`src/rtl/saturn_serial_tx.sv`:
```
// Debug character transmitter: buffers bytes from the bus controller in a FIFO
// and sends each one as an 8N1 asynchronous frame on o_tx.
module saturn_serial_tx #(
  parameter int CLKS_PER_BIT = 217,
  parameter int FIFO_AW      = 4
) (
  input  logic               i_clk,
  input  logic               i_reset_n,
  input  logic [7:0]         i_char_to_send,
  input  logic               i_char_valid,
  input  logic               i_char_send,
  output logic               o_serial_busy,
  output logic               o_tx,
  output logic [FIFO_AW:0]   o_fifo_count
);

  localparam int                  DEPTH       = 1 << FIFO_AW;
  localparam int                  BAUD_W      = $clog2(CLKS_PER_BIT);
  localparam logic [BAUD_W-1:0]   BAUD_RELOAD = BAUD_W'(CLKS_PER_BIT - 1);
  localparam logic [BAUD_W-1:0]   BAUD_ZERO   = {BAUD_W{1'b0}};
  localparam logic [FIFO_AW:0]    FULL_CNT    = {1'b1, {FIFO_AW{1'b0}}};
  localparam logic [FIFO_AW:0]    EMPTY_CNT   = {(FIFO_AW+1){1'b0}};
  localparam logic [FIFO_AW:0]    ONE_CNT     = (FIFO_AW+1)'(1);
  localparam logic [FIFO_AW-1:0]  ONE_PTR     = FIFO_AW'(1);

  typedef enum logic [1:0] {
    S_IDLE  = 2'd0,
    S_START = 2'd1,
    S_DATA  = 2'd2,
    S_STOP  = 2'd3
  } state_t;

  state_t              r_state;
  state_t              w_state_next;
  logic [7:0]          r_mem [0:DEPTH-1];
  logic [FIFO_AW-1:0]  r_wr_ptr;
  logic [FIFO_AW-1:0]  r_rd_ptr;
  logic [FIFO_AW:0]    r_count;
  logic [FIFO_AW:0]    w_count_next;
  logic                r_busy;
  logic                r_tx;
  logic                w_tx_next;
  logic [7:0]          r_shift;
  logic [7:0]          w_shift_next;
  logic [BAUD_W-1:0]   r_baud;
  logic [BAUD_W-1:0]   w_baud_next;
  logic [2:0]          r_bit_idx;
  logic [2:0]          w_bit_idx_next;
  logic                w_push;
  logic                w_pop;
  logic                w_baud_zero;
  logic                w_fifo_has_data;

  assign w_push          = i_char_send && i_char_valid && !r_busy;
  assign w_baud_zero     = (r_baud == BAUD_ZERO);
  assign w_fifo_has_data = (r_count != EMPTY_CNT);

  // State register plus FIFO bookkeeping and the serial datapath.
  always_ff @(posedge i_clk) begin
    if (!i_reset_n) begin
      r_state   <= S_IDLE;
      r_tx      <= 1'b1;
      r_busy    <= 1'b0;
      r_count   <= EMPTY_CNT;
      r_wr_ptr  <= {FIFO_AW{1'b0}};
      r_rd_ptr  <= {FIFO_AW{1'b0}};
      r_shift   <= 8'h00;
      r_baud    <= BAUD_ZERO;
      r_bit_idx <= 3'd0;
    end else begin
      r_state   <= w_state_next;
      r_tx      <= w_tx_next;
      r_busy    <= (w_count_next == FULL_CNT);
      r_count   <= w_count_next;
      r_shift   <= w_shift_next;
      r_baud    <= w_baud_next;
      r_bit_idx <= w_bit_idx_next;
      if (w_push) begin
        r_wr_ptr <= r_wr_ptr + ONE_PTR;
      end
      if (w_pop) begin
        r_rd_ptr <= r_rd_ptr + ONE_PTR;
      end
    end
  end

  // FIFO storage; pointers alone define validity, so the array needs no reset.
  always_ff @(posedge i_clk) begin
    if (i_reset_n && w_push) begin
      r_mem[r_wr_ptr] <= i_char_to_send;
    end
  end

  // Next-state logic; leaving STOP with data pending chains straight into START.
  always_comb begin
    w_state_next = r_state;
    w_pop        = 1'b0;
    case (r_state)
      S_IDLE: begin
        if (w_fifo_has_data) begin
          w_state_next = S_START;
          w_pop        = 1'b1;
        end else begin
          w_state_next = S_IDLE;
        end
      end
      S_START: begin
        if (w_baud_zero) begin
          w_state_next = S_DATA;
        end else begin
          w_state_next = S_START;
        end
      end
      S_DATA: begin
        if (w_baud_zero && (r_bit_idx == 3'd7)) begin
          w_state_next = S_STOP;
        end else begin
          w_state_next = S_DATA;
        end
      end
      S_STOP: begin
        if (w_baud_zero && w_fifo_has_data) begin
          w_state_next = S_START;
          w_pop        = 1'b1;
        end else if (w_baud_zero) begin
          w_state_next = S_IDLE;
        end else begin
          w_state_next = S_STOP;
        end
      end
      default: begin
        w_state_next = S_IDLE;
      end
    endcase
  end

  // Output/datapath logic; o_tx is computed from the next state so it registers glitch-free.
  always_comb begin
    w_shift_next   = r_shift;
    w_baud_next    = r_baud;
    w_bit_idx_next = r_bit_idx;
    w_tx_next      = 1'b1;
    w_count_next   = r_count;

    case ({w_push, w_pop})
      2'b10:   w_count_next = r_count + ONE_CNT;
      2'b01:   w_count_next = r_count - ONE_CNT;
      default: w_count_next = r_count;
    endcase

    if (w_pop) begin
      w_shift_next = r_mem[r_rd_ptr];
      w_baud_next  = BAUD_RELOAD;
    end else if (w_state_next == S_IDLE) begin
      w_baud_next  = BAUD_ZERO;
    end else if (w_baud_zero) begin
      w_baud_next  = BAUD_RELOAD;
      if (r_state == S_DATA) begin
        w_shift_next   = {1'b0, r_shift[7:1]};
        w_bit_idx_next = r_bit_idx + 3'd1;
      end else begin
        w_bit_idx_next = 3'd0;
      end
    end else begin
      w_baud_next  = r_baud - {{(BAUD_W-1){1'b0}}, 1'b1};
    end

    case (w_state_next)
      S_START: w_tx_next = 1'b0;
      S_DATA:  w_tx_next = w_shift_next[0];
      default: w_tx_next = 1'b1;
    endcase
  end

  assign o_tx          = r_tx;
  assign o_serial_busy = r_busy;
  assign o_fifo_count  = r_count;

endmodule

```
`config.mk`:
```
export PLATFORM = sky130hd
export DESIGN_NAME = saturn_serial_tx
export DESIGN_NICKNAME = d
export VERILOG_FILES = /design/src/rtl/saturn_serial_tx.sv
export SDC_FILE = /design/constraint.sdc
export NUM_CORES = 1
export LEC_CHECK = 0
export CORE_MARGIN = 2
export CORE_UTILIZATION = 50
export DETAILED_ROUTE_END_ITERATION = 6
export PLACE_DENSITY = 0.68
export RECOVER_POWER = 25
export SYNTH_ARGS = -nofsm -noshare
export SYNTH_HDL_FRONTEND = slang
export SYNTH_SLANG_ARGS = --single-unit
```
`constraint.sdc`:
```
create_clock -name i_clk -period 7.6 [get_ports i_clk]
set_input_delay 1.52 -clock i_clk [delete_from_list [all_inputs] [get_ports i_clk]]
set_output_delay 1.52 -clock i_clk [all_outputs]
set_load 0.005 [all_outputs]
```
==> summary.md <==
| Metric | Value |
|---|---|
| Outcome | `finished, final reports clean` |
| Initial Util | `50.6%` |
| Clock tree from TritonCTS | `built` |
| Worst Setup Start Kind | `register` |
| Synth unique cells | `45` |
| # Post-CTS Setup Buffers | `0` |
| Resized Gates After CTS | `0` |
| Flops & latches, synth | `168` |
| Critical R2R Launch | `r_baud[3]` |
| Most repeated cell in the gate-level netlist after synthesis | `sky130_fd_sc_hd__edfxtp_1` |
| CTS H-Tree Depth | `4` |
| Largest voltage drop on the vdd net | `0.000215 V` |
| Post-synth EDFFs | `128` |
| Largest area contributor in the netlist | `sky130_fd_sc_hd__edfxtp_1` |
| Largest net degree at the start of global routing | `33` |
| Class of the tightest hold or removal check | `reg -> reg` |
| Number of buffers created by CTS | `17` |
| Total number of vias | `3,623` |
| DR DRC count | `0` |
| Synthesis-to-finish area growth | `13.7%` |
| Most common library cells after synthesis | `sky130_fd_sc_hd__edfxtp_1, sky130_fd_sc_hd__dfxtp_1, sky130_fd_sc_hd__mux4_2, sky130_fd_sc_hd__nor2_1, sky130_fd_sc_hd__ha_1` |
| Core Rows | `43` |
| Number of placed instances, taps included | `604` |
| Worst path max stage delay | `0.61 ns` |
| Critical path's slowest cell | `sky130_fd_sc_hd__nor4_1` |
| CP most frequent cell | `sky130_fd_sc_hd__ha_1` |
| Final critical path time including I/O delays and setup | `3.80 ns` |
| Total count of hold-check failures in the final report | `0` |
| Tcrit/Tclk final | `49.9%` |
| Std-Cell Core Area | `13,700 µm²` |
| Number of maximum-capacitance violations | `0` |
| Hold Startpoint | `r_shift[7]` |
| Die Y | `122 µm` |
| Area of the die | `14,800 µm²` |
| Number of antenna-violating nets in the routed design | `0` |
| Number of clock sinks | `168` |
| RSZ-0062 raised after global routing | `no` |
| Initial drt markers | `283` |
| Number of hold buffers added after cts | `0` |
| Accumulated negative setup slack | `0 ns` |
| Cell count after synthesis | `421` |
| Arrival time at the worst endpoint | `4.17 ns` |
| Global-route wire length before repair | `20,600 µm` |
| Power density of the placed cells | `362 nW/µm²` |
| Warnings, synthesis | `0` |
| CP max FO | `15` |
| Clock Pin Slew Worst Setup and Hold Paths | `0.07 ns` |
| Sequential area share after synthesis | `67.0%` |
| Net count after synthesis | `449` |
| HPWL reported at the end of detailed placement | `8310 µm` |
| Avg Inst Size Synth | `16.5 µm²` |
| Worst path required time | `7.97 ns` |
| Overall overflow remaining after global route | `0` |
| Post-Route WL | `13,000 µm` |
| Number of cell instances on the worst register-to-register path | `12` |
| Hold path depth | `2` |
| Count of nets after finishing | `471` |
| Leakage | `2.66 nW` |
| Global placer's final weighted congestion | `0.764` |
| Worst hold margin | `0.474 ns` |
| Post-synthesis instance area | `6940 µm²` |
| Worst slew margin relative to its limit | `44.1%` |
| Top-area cell type share of the netlist area | `55.4%` |
| Worst Setup End Kind | `register` |
| Number of antenna violations at the first check in global routing | `0` |
| Post-detailed-route wirelength per cell | `20.4 µm` |
| Worst Hold End | `r_shift[7]` |
| Ys async rst share | `0%` |
| Count of buffering cells on the critical path with inverters included | `1` |
| Top cells by area, synth | `sky130_fd_sc_hd__edfxtp_1, sky130_fd_sc_hd__mux4_2, sky130_fd_sc_hd__dfxtp_1` |
| I/O pins | `19` |
| Most used DFF post-synth | `sky130_fd_sc_hd__edfxtp_1` |
| Quantity of I/O buffers inserted on ports | `18` |
| Crit Path Category | `reg -> reg` |
| Actual transition at the worst max-transition pin | `0.838 ns` |
| Max-slew violations | `0` |
| Clock latency of the later-clocked register in the worst-skew pair | `0.43 ns` |
| Final Instance Count excl. Fillers | `636` |
| Detailed-router iteration count before antenna repair | `4` |
| Overall power of the completed layout | `2.85 mW` |
| Via count normalized by instance count | `5.70` |
| CTS root buffer | `sky130_fd_sc_hd__clkbuf_16` |
| Highest clock frequency the design can meet | `263 MHz` |
| Via count of the first global-routing pass | `3,681` |
| GRT Resource Usage Total | `19.1%` |
| Delay-heaviest family, CP | `simple AND/OR/NAND/NOR gates` |
| Horiz. Die Dim | `122 µm` |
| Worst setup skew after layout | `0.00960 ns` |
| Worst r2r dst | `o_serial_busy` |
| Ordered cell list for the critical path | `nor4_1, a31o_2, nand2_1, inv_1, ha_1, xor2_1, ha_1, and3b_1, o21ai_0, a21oi_1, mux2i_1, and4_1` |
| Register-to-Register Setup Slack | `3.80 ns` |
| Share of layout cells above drive strength 1 | `18.2%` |
| Final antenna diode count | `0` |
| Bufs on Longest Clock Path | `2` |
| Number of endpoints failing setup at the final stage | `0` |
==> power by group <==
group / switching, mW / total, mW / leakage (nW) / internal, mW
logic: 0.474 / 0.844 / 0.882 / 0.370
registers: 0.0615 / 1.12 / 1.48 / 1.06
clock network: 0.385 / 0.884 / 0.294 / 0.499
==> cells in the final DEF (no fill, tap or decap), drive strengths merged, types with 2 or more instances in the layout <==
| master | n |
|---|---|
| nand3b | 2 |
| clkdlybuf4s50 | 13 |
| nand2 | 13 |
| nor4 | 7 |
| xnor2 | 7 |
| inv | 21 |
| clkinvlp | 2 |
| a211o | 2 |
| mux4 | 39 |
| xor2 | 9 |
| and3b | 2 |
| nand4 | 2 |
| clkinv | 4 |
| and2 | 11 |
| nor3b | 2 |
| bufinv | 2 |
| dlygate4sd3 | 5 |
| o2bb2ai | 3 |
| dfxtp | 40 |
| edfxtp | 128 |
| nand3 | 5 |
| and3 | 8 |
| a21oi | 9 |
| o31ai | 2 |
| buf | 2 |
| clkbuf | 17 |
| a211oi | 10 |
| nand2b | 4 |
| nor3 | 7 |
| nor2 | 31 |
| o21ai | 9 |
| mux2i | 10 |
| nor2b | 2 |
| ha | 16 |
==> routing by layer <==
metal	vias to the layer above	global-route usage (%)	share of wire [%]
met1	1856	25.3	44
li1	1684	-	-
met4	0	6.39	1.5
met2	67	31.4	51
met5	-	0	0
met3	16	4.63	3.5
==> tightest hold or removal path, delay by kind of cell (launching register included) <==
family	cells	cell delay, ns
AOI/OAI and AO/OA	1	0.05
and+or+nand+nor	1	0.06
DFF	1	0.32
==> sequential cells by signal, indices dropped and copies added, names as in the netlist, named ones only <==
name and count:
r_mem 128, r_baud 8, r_shift 8, o_fifo_count 5
r_rd_ptr 4, r_wr_ptr 4, r_bit_idx 3, r_state 2
o_serial_busy 1, o_tx 1
==> how the worst max path moves through the flow <==
| stage | start | end | depth (start not counted) | slack, ns |
|---|---|---|---|---|
| detailed placement | i_char_send | o_serial_busy | 12 | 3.45 |
| floorplan | i_char_send | o_serial_busy | 12 | 4.12 |
| global placement | i_char_send | o_serial_busy | 12 | 3.54 |
| global route | r_baud[3] | o_serial_busy | 12 | 3.43 |
| finish | r_baud[3] | o_serial_busy | 12 | 3.80 |
| CTS | r_baud[3] | o_serial_busy | 12 | 3.78 |
==> per-stage QoR <==
| stage | worst slack [ns] | util [%] | area [µm²] |
|---|---|---|---|
| after floorplan | 4.12 | - | 6940 |
| after global placement | 3.54 | 53.0 | 7280 |
| after detailed placement | 3.45 | 53.0 | 7280 |
| after CTS | 3.78 | 57.5 | 7890 |
| after global routing | 3.43 | 57.5 | 7890 |
| final | 3.80 | 57.5 | 7890 |
==> kinds of logic (layout without fill, tap and decap cells) <==
logic type,count (synthesis),in the layout,share of synthesized area [%]
DFF,168,168,67.0
buffers and inverters,31,66,1.93
xor gates and xnor gates,16,16,2.02
adders and majority gates,16,16,2.89
AOI/OAI and AO/OA,41,41,4.11
muxes,50,50,14.3
and+or+nand+nor,99,99,7.81
==> cell type report <==
type	instances	area, µm²
Clock inverter	15	186
Tap cell	180	225
Fill cell	1046	5830
Timing Repair Buffer	20	195
Clock buffer	17	425
Multi-Input combinational cell	222	2160
Inverter	14	52.6
Sequential cell	168	4650
Note: power is estimated with default switching activity, not from simulation.
